File: config.mk
export PLATFORM = sky130hd
export DESIGN_NAME = ex_mem_skid_stage
export DESIGN_NICKNAME = d
export VERILOG_FILES = /design/src/rtl/ex_mem_skid_stage.sv
export SDC_FILE = /design/constraint.sdc
export NUM_CORES = 1
export LEC_CHECK = 0
export CORE_ASPECT_RATIO = 1.5
export CORE_MARGIN = 2
export CORE_UTILIZATION = 38
export CTS_CLUSTER_DIAMETER = 80
export DETAILED_ROUTE_END_ITERATION = 10
export DONT_BUFFER_PORTS = 1
export GPL_TIMING_DRIVEN = 0
export SLEW_MARGIN = 30
export SYNTH_ARGS = -nofsm -noshare
export SYNTH_HDL_FRONTEND = slang
export SYNTH_SLANG_ARGS = --single-unit
File: constraint.sdc
create_clock -name clk -period 13.28 [get_ports clk]
set_input_delay 1.328 -clock clk [delete_from_list [all_inputs] [get_ports clk]]
set_output_delay 1.328 -clock clk [all_outputs]
set_load 0.05 [all_outputs]
File: src/rtl/ex_mem_skid_stage.sv
// Execute-to-memory pipeline register with a 2-entry skid buffer, head-entry operand
// forwarding and a saturating stall-cycle counter.

module ex_mem_skid_stage #(
    parameter int DATA_WIDTH     = 32,
    parameter int REG_ADDR_WIDTH = 5
) (
    input  logic                      clk,
    input  logic                      reset,
    input  logic                      flush,
    input  logic                      in_valid,
    output logic                      in_ready,
    input  logic [DATA_WIDTH-1:0]     in_result,
    input  logic [DATA_WIDTH-1:0]     in_store_data,
    input  logic [REG_ADDR_WIDTH-1:0] in_dest,
    input  logic                      in_reg_write,
    input  logic                      in_mem_read,
    input  logic                      in_mem_write,
    output logic                      out_valid,
    input  logic                      out_ready,
    output logic [DATA_WIDTH-1:0]     out_result,
    output logic [DATA_WIDTH-1:0]     out_store_data,
    output logic [REG_ADDR_WIDTH-1:0] out_dest,
    output logic                      out_reg_write,
    output logic                      out_mem_read,
    output logic                      out_mem_write,
    output logic                      fwd_valid,
    output logic [REG_ADDR_WIDTH-1:0] fwd_dest,
    output logic [DATA_WIDTH-1:0]     fwd_data,
    output logic [1:0]                occupancy,
    output logic [31:0]               stall_cycles
);

    typedef struct packed {
        logic [DATA_WIDTH-1:0]     result;
        logic [DATA_WIDTH-1:0]     store_data;
        logic [REG_ADDR_WIDTH-1:0] dest;
        logic                      reg_write;
        logic                      mem_read;
        logic                      mem_write;
    } entry_t;

    localparam entry_t ENTRY_ZERO = '{
        result:     {DATA_WIDTH{1'b0}},
        store_data: {DATA_WIDTH{1'b0}},
        dest:       {REG_ADDR_WIDTH{1'b0}},
        reg_write:  1'b0,
        mem_read:   1'b0,
        mem_write:  1'b0
    };

    function automatic logic [31:0] sat_inc(input logic [31:0] value);
        if (value == 32'hFFFF_FFFF) begin
            return value;
        end else begin
            return value + 32'd1;
        end
    endfunction

    entry_t      h_r, s_r, h_s, s_s, in_entry_s;
    logic        h_valid_r, s_valid_r, h_valid_s, s_valid_s;
    logic        in_ready_r, fwd_valid_r, fwd_valid_s;
    logic [1:0]  occupancy_r, occupancy_s;
    logic [31:0] stall_cycles_r, stall_cycles_s;
    logic        accept_s, pop_s;

    // Handshakes and next-state selection for head and skid entries.
    always_comb begin
        in_entry_s = '{
            result:     in_result,
            store_data: in_store_data,
            dest:       in_dest,
            reg_write:  in_reg_write,
            mem_read:   in_mem_read,
            mem_write:  in_mem_write
        };
        accept_s  = in_valid & in_ready_r;
        pop_s     = h_valid_r & out_ready;
        h_s       = h_r;
        s_s       = s_r;
        h_valid_s = h_valid_r;
        s_valid_s = s_valid_r;
        if (flush) begin
            h_valid_s = 1'b0;
            s_valid_s = 1'b0;
        end else if (!h_valid_r || pop_s) begin
            // Skid beat is older than anything upstream, so it always refills the head first.
            if (s_valid_r) begin
                h_s       = s_r;
                h_valid_s = 1'b1;
                s_valid_s = 1'b0;
            end else if (accept_s) begin
                h_s       = in_entry_s;
                h_valid_s = 1'b1;
            end else begin
                h_valid_s = 1'b0;
            end
        end else if (accept_s) begin
            s_s       = in_entry_s;
            s_valid_s = 1'b1;
        end else begin
            h_valid_s = h_valid_r;
            s_valid_s = s_valid_r;
        end
    end

    // Derived outputs are computed from next state so they leave the block as flops.
    always_comb begin
        fwd_valid_s = h_valid_s & h_s.reg_write & ~h_s.mem_read &
                      (h_s.dest != {REG_ADDR_WIDTH{1'b0}});
        occupancy_s = {1'b0, h_valid_s} + {1'b0, s_valid_s};
        if (h_valid_r && !out_ready) begin
            stall_cycles_s = sat_inc(stall_cycles_r);
        end else begin
            stall_cycles_s = stall_cycles_r;
        end
    end

    // State registers; stall counter survives flush and is cleared only by reset.
    always_ff @(posedge clk or posedge reset) begin
        if (reset) begin
            h_r            <= ENTRY_ZERO;
            s_r            <= ENTRY_ZERO;
            h_valid_r      <= 1'b0;
            s_valid_r      <= 1'b0;
            in_ready_r     <= 1'b1;
            fwd_valid_r    <= 1'b0;
            occupancy_r    <= 2'd0;
            stall_cycles_r <= 32'd0;
        end else begin
            h_r            <= h_s;
            s_r            <= s_s;
            h_valid_r      <= h_valid_s;
            s_valid_r      <= s_valid_s;
            in_ready_r     <= ~s_valid_s;
            fwd_valid_r    <= fwd_valid_s;
            occupancy_r    <= occupancy_s;
            stall_cycles_r <= stall_cycles_s;
        end
    end

    assign in_ready       = in_ready_r;
    assign out_valid      = h_valid_r;
    assign out_result     = h_r.result;
    assign out_store_data = h_r.store_data;
    assign out_dest       = h_r.dest;
    assign out_reg_write  = h_r.reg_write;
    assign out_mem_read   = h_r.mem_read;
    assign out_mem_write  = h_r.mem_write;
    assign fwd_valid      = fwd_valid_r;
    assign fwd_dest       = h_r.dest;
    assign fwd_data       = h_r.result;
    assign occupancy      = occupancy_r;
    assign stall_cycles   = stall_cycles_r;

    ex_mem_skid_stage_checker u_checker (
        .clk       (clk),
        .reset     (reset),
        .h_valid   (h_valid_r),
        .s_valid   (s_valid_r),
        .occupancy (occupancy_r),
        .in_ready  (in_ready_r)
    );

endmodule

// Structural invariants of the skid buffer.
module ex_mem_skid_stage_checker (
    input logic       clk,
    input logic       reset,
    input logic       h_valid,
    input logic       s_valid,
    input logic [1:0] occupancy,
    input logic       in_ready
);

    a_skid_implies_head: assert property (@(posedge clk) disable iff (reset)
        s_valid |-> h_valid);

    a_occupancy_consistent: assert property (@(posedge clk) disable iff (reset)
        occupancy == ({1'b0, h_valid} + {1'b0, s_valid}));

    a_ready_is_not_skid: assert property (@(posedge clk) disable iff (reset)
        in_ready == !s_valid);

endmodule

**After elaboration in Yosys (flattened, before gate mapping)**

Index checks and enable logic that the tools add are counted.

- Muxes and demuxes: 11
- $add $sub $neg: 2
- Bitwise logic cells: 10
- Equal/unequal tests: 1
- Reduce and logical (&&, ||, !) cells: 9

Operators by type and width:

| operator | count |
|---|---|
| 2-to-1 mux 72 bit | 2 |
| adder 32 x 1 -> 32 bit, second input constant | 1 |
| equality test 32 bit, second input constant | 1 |
| 2-to-1 mux 8 bit | 2 |
| 2-to-1 mux 1 bit | 7 |
| AND reduction 3 bit | 2 |
| bitwise AND 1 bit | 5 |
| NOT 1 bit | 5 |
| nonzero test 5 bit | 1 |
| adder 1 x 1 -> 2 bit | 1 |
| logical NOT 1 bit | 2 |
| AND reduction 2 bit | 1 |
| nonzero test 2 bit | 1 |
| logical AND 1 bit | 1 |
| logical OR 1 bit | 1 |

- Output and inout port bits: 146
- Logic and storage cells: 51
- Flip-flop bits (word level): 182
- Input port bits: 77

**Longest topological paths before layout**

- Depth after elaboration: 8
- Gate-level depth with buffers: 7
- Gate-level depth less buffers: 6

**Least setup slack after synthesis**

Ideal clock, no wire load.

- Kind: input to register
- From: in out_ready
- To: reg stall_cycles_r[30], in the netlist stall_cycles[30]
- Cell stages on the path: 5
- Setup slack: 10.602 ns
- Arrival time: 2.596 ns
- Data required time: 13.198 ns
- Path buffers: 0
- Library setup time: 0.082 ns
- Cell sequence: nor2b_1 nand4_1 or4_4 nor2_2 xor2_1

- Cells in the longest elaborated chain, start to end: 3

RTL lines:

| item | line | RTL |
|---|---|---|
| from (decl) | 20 | `input logic out_ready,` |
| logical NOT 1 bit | 112 | `if (h_valid_r && !out_ready) begin` |
| logical AND 1 bit | 112 |  |
| AND reduction 2 bit (no source line) | n/a |  |
| to (signal assigned) | 138 | `stall_cycles_r <= stall_cycles_s;` |
| to (decl) | 64 | `logic [31:0] stall_cycles_r, stall_cycles_s;` |

Every way passes these cells.
A chain may end at the register's enable or synchronous reset.

**Worst setup path after layout**

- From: in out_ready
- To: reg h_r, in the netlist fwd_data[21]

- Cells in the longest elaborated chain, start to end: 3

RTL lines:

| item | line | RTL |
|---|---|---|
| bitwise AND 1 bit | 78 | `pop_s = h_valid_r & out_ready;` |
| logical OR 1 bit | 86 | `end else if (!h_valid_r \|\| pop_s) begin` |
| AND reduction 3 bit (no source line) | n/a |  |
| to (signal assigned) | 131 | `h_r <= h_s;` |
| to (decl) | 60 | `entry_t h_r, s_r, h_s, s_s, in_entry_s;` |

Every way passes these cells.

==> metrics.md <==
| Metric | Value |
|---|---|
| Remaining Overflow, GRT | `0` |
| Synth Instances | `around 670` |
| Commonest non-fill, non-tap cell in the layout | `dfrtp_1` |
| Dpl hpwl | `~14 mm` |
| Critical path fanouts, max | `10` |
| Reg2Reg Capture Point | `fwd_data[21]` |
| R2r setup slk | `approximately 11 ns` |
| Clk root buf | `clkbuf_16` |
| Synth Flop Type | `dfrtp_1` |
| Final #Nets | `between 700 and 800` |
| Most used cell, CP | `buf_2` |
| CP max stage delay | `approximately 0.46 ns` |
| Cts bufs inserted | `17` |
| FP Rows | `65` |
| CTS tree | `built` |
| GP Congestion | `roughly 0.83` |
| RSZ-0062 raised after global routing | `no` |
| I/O pins | `223` |
| Detailed-route vias per instance | `approximately 5.3` |
| Critical path required time | `~14 ns` |
| ANT cells | `0` |
| Number of global-route vias before repair | `5455` |
| FF-to-FF path depth | `6` |
| Final WL | `19.1 mm` |
| Area grow syn2layout | `12.6%` |
| Post-synth cell types | `39` |
| DR WL met2 | `approximately 10 mm` |
| Status | `finished, final reports clean` |
| Post-synth EDFFs | `0` |
| Post-DRT Antenna Nets | `0` |
| #FFs+latches synth | `approximately 180` |
| Crit path cell chain | `nor2b_1, nor3_2, buf_2, buf_2, clkbuf_1, a21oi_1` |
| Placed cell count | `942` |
| Setup TNS Final | `0 ns` |
| Die area | `approximately 22000 µm²` |
| Hold endpoint | `s_r[6]` |
| Setup violators final | `0` |
| Die X | `between 100 and 150 µm` |
| Least-Margin Pin Slew | `0.771 ns` |
| Post-synth ARST share | `1.00` |
| Placed instance area | `around 8500 µm²` |
| Hold depth | `1` |
| Post-synthesis sequential area ratio | `0.565` |
| Post-CTS repair timing setup buffer count | `0` |
| Filler cell count | `between 1500 and 2000` |
| Initial antenna violation count | `1` |
| Area of the multi-input gates | `around 3100 µm²` |
| Max VDD drop | `0.000164 V` |
| Worst slew margin | `0.481` |
| Post-cts hold buffer count | `0` |
| Static Leak | `3.80 nW` |
| Overall power | `about 1.7 mW` |
| Clock buffer depth | `2` |
| Max-slew violations | `0` |
| FF-to-FF Start | `out_valid` |
| Fin Clk Skew | `about 0.0063 ns` |
| Power per cell area | `about 180 nW/µm²` |
| WHS | `roughly 0.50 ns` |
| Highest metal used | `met4` |
| Worst skew pair latency | `between 0.4 and 0.5 ns` |
| Buffer and inverter count on the worst path | `3` |
| Fin crit period | `2.79 ns` |
| Clock transition at path regs | `~0.06 ns` |
| Crit path capture type | `flop` |
| Total global-route track usage | `0.176` |
| Worst path arrival time | `3.07 ns` |
| Post-Syn Area | `around 8100 µm²` |
| # port buffers | `0` |
| Crit Path Category | `input port to flop` |
| Final Non-Filler Cells | `around 1000` |
| Metal-1 WL | `around 7.1 mm` |
| Avg WL per Cell | `between 15 and 20 µm` |
| Post-CTS sizing | `0` |
| Register area | `~4600 µm²` |
| DIE HEIGHT | `about 180 µm` |
| First-pass GRT wire length | `29.8 mm` |
| Core Region | `20900 µm²` |
| Largest net degree at the start of global routing | `roughly 90` |
| Via count | `~5100` |
| Commonest non-fill, non-tap cells in the layout | `dfrtp_1 (181), mux2_2 (80), nor2_1 (75)` |
| CP startpoint kind | `input port` |
| H-tree levels | `4` |
| Syn_area_per_cell | `12.0 µm²` |
| CP max stage cell | `clkbuf_1` |
| Worst Hold Class | `flop to flop` |
| DRT iter0 DRCs | `177` |
| Initial Util | `0.386` |
| Met3 Routed Length | `around 1.5 mm` |
| Share of cells above drive strength 1 | `0.254` |
| Clk sinks | `about 180` |
| Syn nets | `751` |
| Crit-path leading delay family | `buffers and inverters` |
| Max_cap viols | `0` |
| Tcrit/Tclk final | `0.210` |
| Max Freq | `0.359 GHz` |
| Final Instance Area | `9080 µm²` |
| Drt drc | `0` |
| Synth warn | `0` |
| Worst hold path startpoint | `s_r[6]` |
| Final Hold Vio Count | `0` |
| Initial DRT Pass Iterations | `4` |
==> where the power goes <==
group	total, mW	switching (mW)	internal (mW)
sequential	0.896	0.242	0.654
clock	0.525	0.214	0.311
combinational	0.258	0.152	0.106
==> cell usage after synthesis (2+ instances only) <==
cell      number  share of area
dfrtp_1      181           0.56
mux2_2        80           0.11
nor2_1        75          0.035
a21oi_1       72          0.045
mux2i_1       65          0.081
buf_4         37          0.034
xnor2_1       20          0.022
nand2_1       17         0.0079
buf_2         16         0.0099
nand3_1       15         0.0093
nand4_1       13          0.010
clkbuf_1      11         0.0051
xor2_1         9         0.0098
nor3_1         8         0.0050
and3_1         5         0.0039
buf_1          5         0.0023
and4_1         4         0.0043
inv_1          4         0.0019
nor4_1         4         0.0031
nand2b_1       3         0.0023
nor3b_1        3         0.0028
or3_1          3         0.0023
and2_1         2         0.0016
ha_1           2         0.0031
nor2_2         2         0.0016
or2_2          2         0.0016
or4_4          2         0.0028
==> metal layers <==
layer | track usage | up-vias
met1 | 0.197 | 2590
met2 | 0.294 | 168
met4 | 0.0754 | 0
li1 | - | 2348
met3 | 0.0672 | 27
met5 | 0 | -
==> cells by family after synthesis <==
family	count (synthesis)	share of synthesized area
AOI/OAI and AO/OA	77	0.0511
and+or+nand+nor	164	0.103
xor gates and xnor gates	29	0.0315
DFF	182	0.565
adders and majority gates	2	0.00310
muxes	145	0.192
buffers and inverters	73	0.0537
==> worst max-delay path by stage <==
stage	from	to	slack (ns)	cells after the start
4_1_cts	out_ready	fwd_data[21]	10.35	6
6_report	out_ready	fwd_data[21]	10.49	6
3_5_place_dp	out_ready	fwd_data[21]	9.89	6
2_1_floorplan	reset	fwd_data[0]	7.01	1
3_3_place_gp	reset	s_r[59]	5.40	1
5_1_grt	out_ready	fwd_data[16]	10.23	6
==> final cells by class <==
class                   count  area share
inverters                   4     0.00248
flip-flops and latches    182       0.502
clock inverters            11      0.0161
plain buffers              69      0.0460
repair buffers              2     0.00606
well taps                 268      0.0369
clock buffers              21      0.0518
multi-input cells         417       0.339
==> registers in the layout (all words and copies together), names as in the netlist <==
name,flops
fwd_data,32
stall_cycles,32
out_reg_write,1
occupancy,2
out_mem_read,1
s_valid_r,1
s_r,72
out_valid,1
in_ready,1
fwd_valid,1
out_mem_write,1
out_store_data,32
fwd_dest,5
==> worst reg2reg max path, cell delays in order (launching register included) <==
cell	delay, ns
dfrtp_1	0.58
nor2b_1	0.33
nor3_2	0.36
buf_2	0.34
buf_2	0.33
clkbuf_1	0.47
a21oi_1	0.15
==> stage by stage <==
stage | setup WS, ns | util
after detailed placement | 9.89 | 0.405
final | 10.49 | 0.434
after floorplan | 7.01 | -
after global placement | 5.40 | 0.402
after CTS | 10.35 | 0.434
after global routing | 10.23 | 0.434
Power figures use the tool's default switching activity.
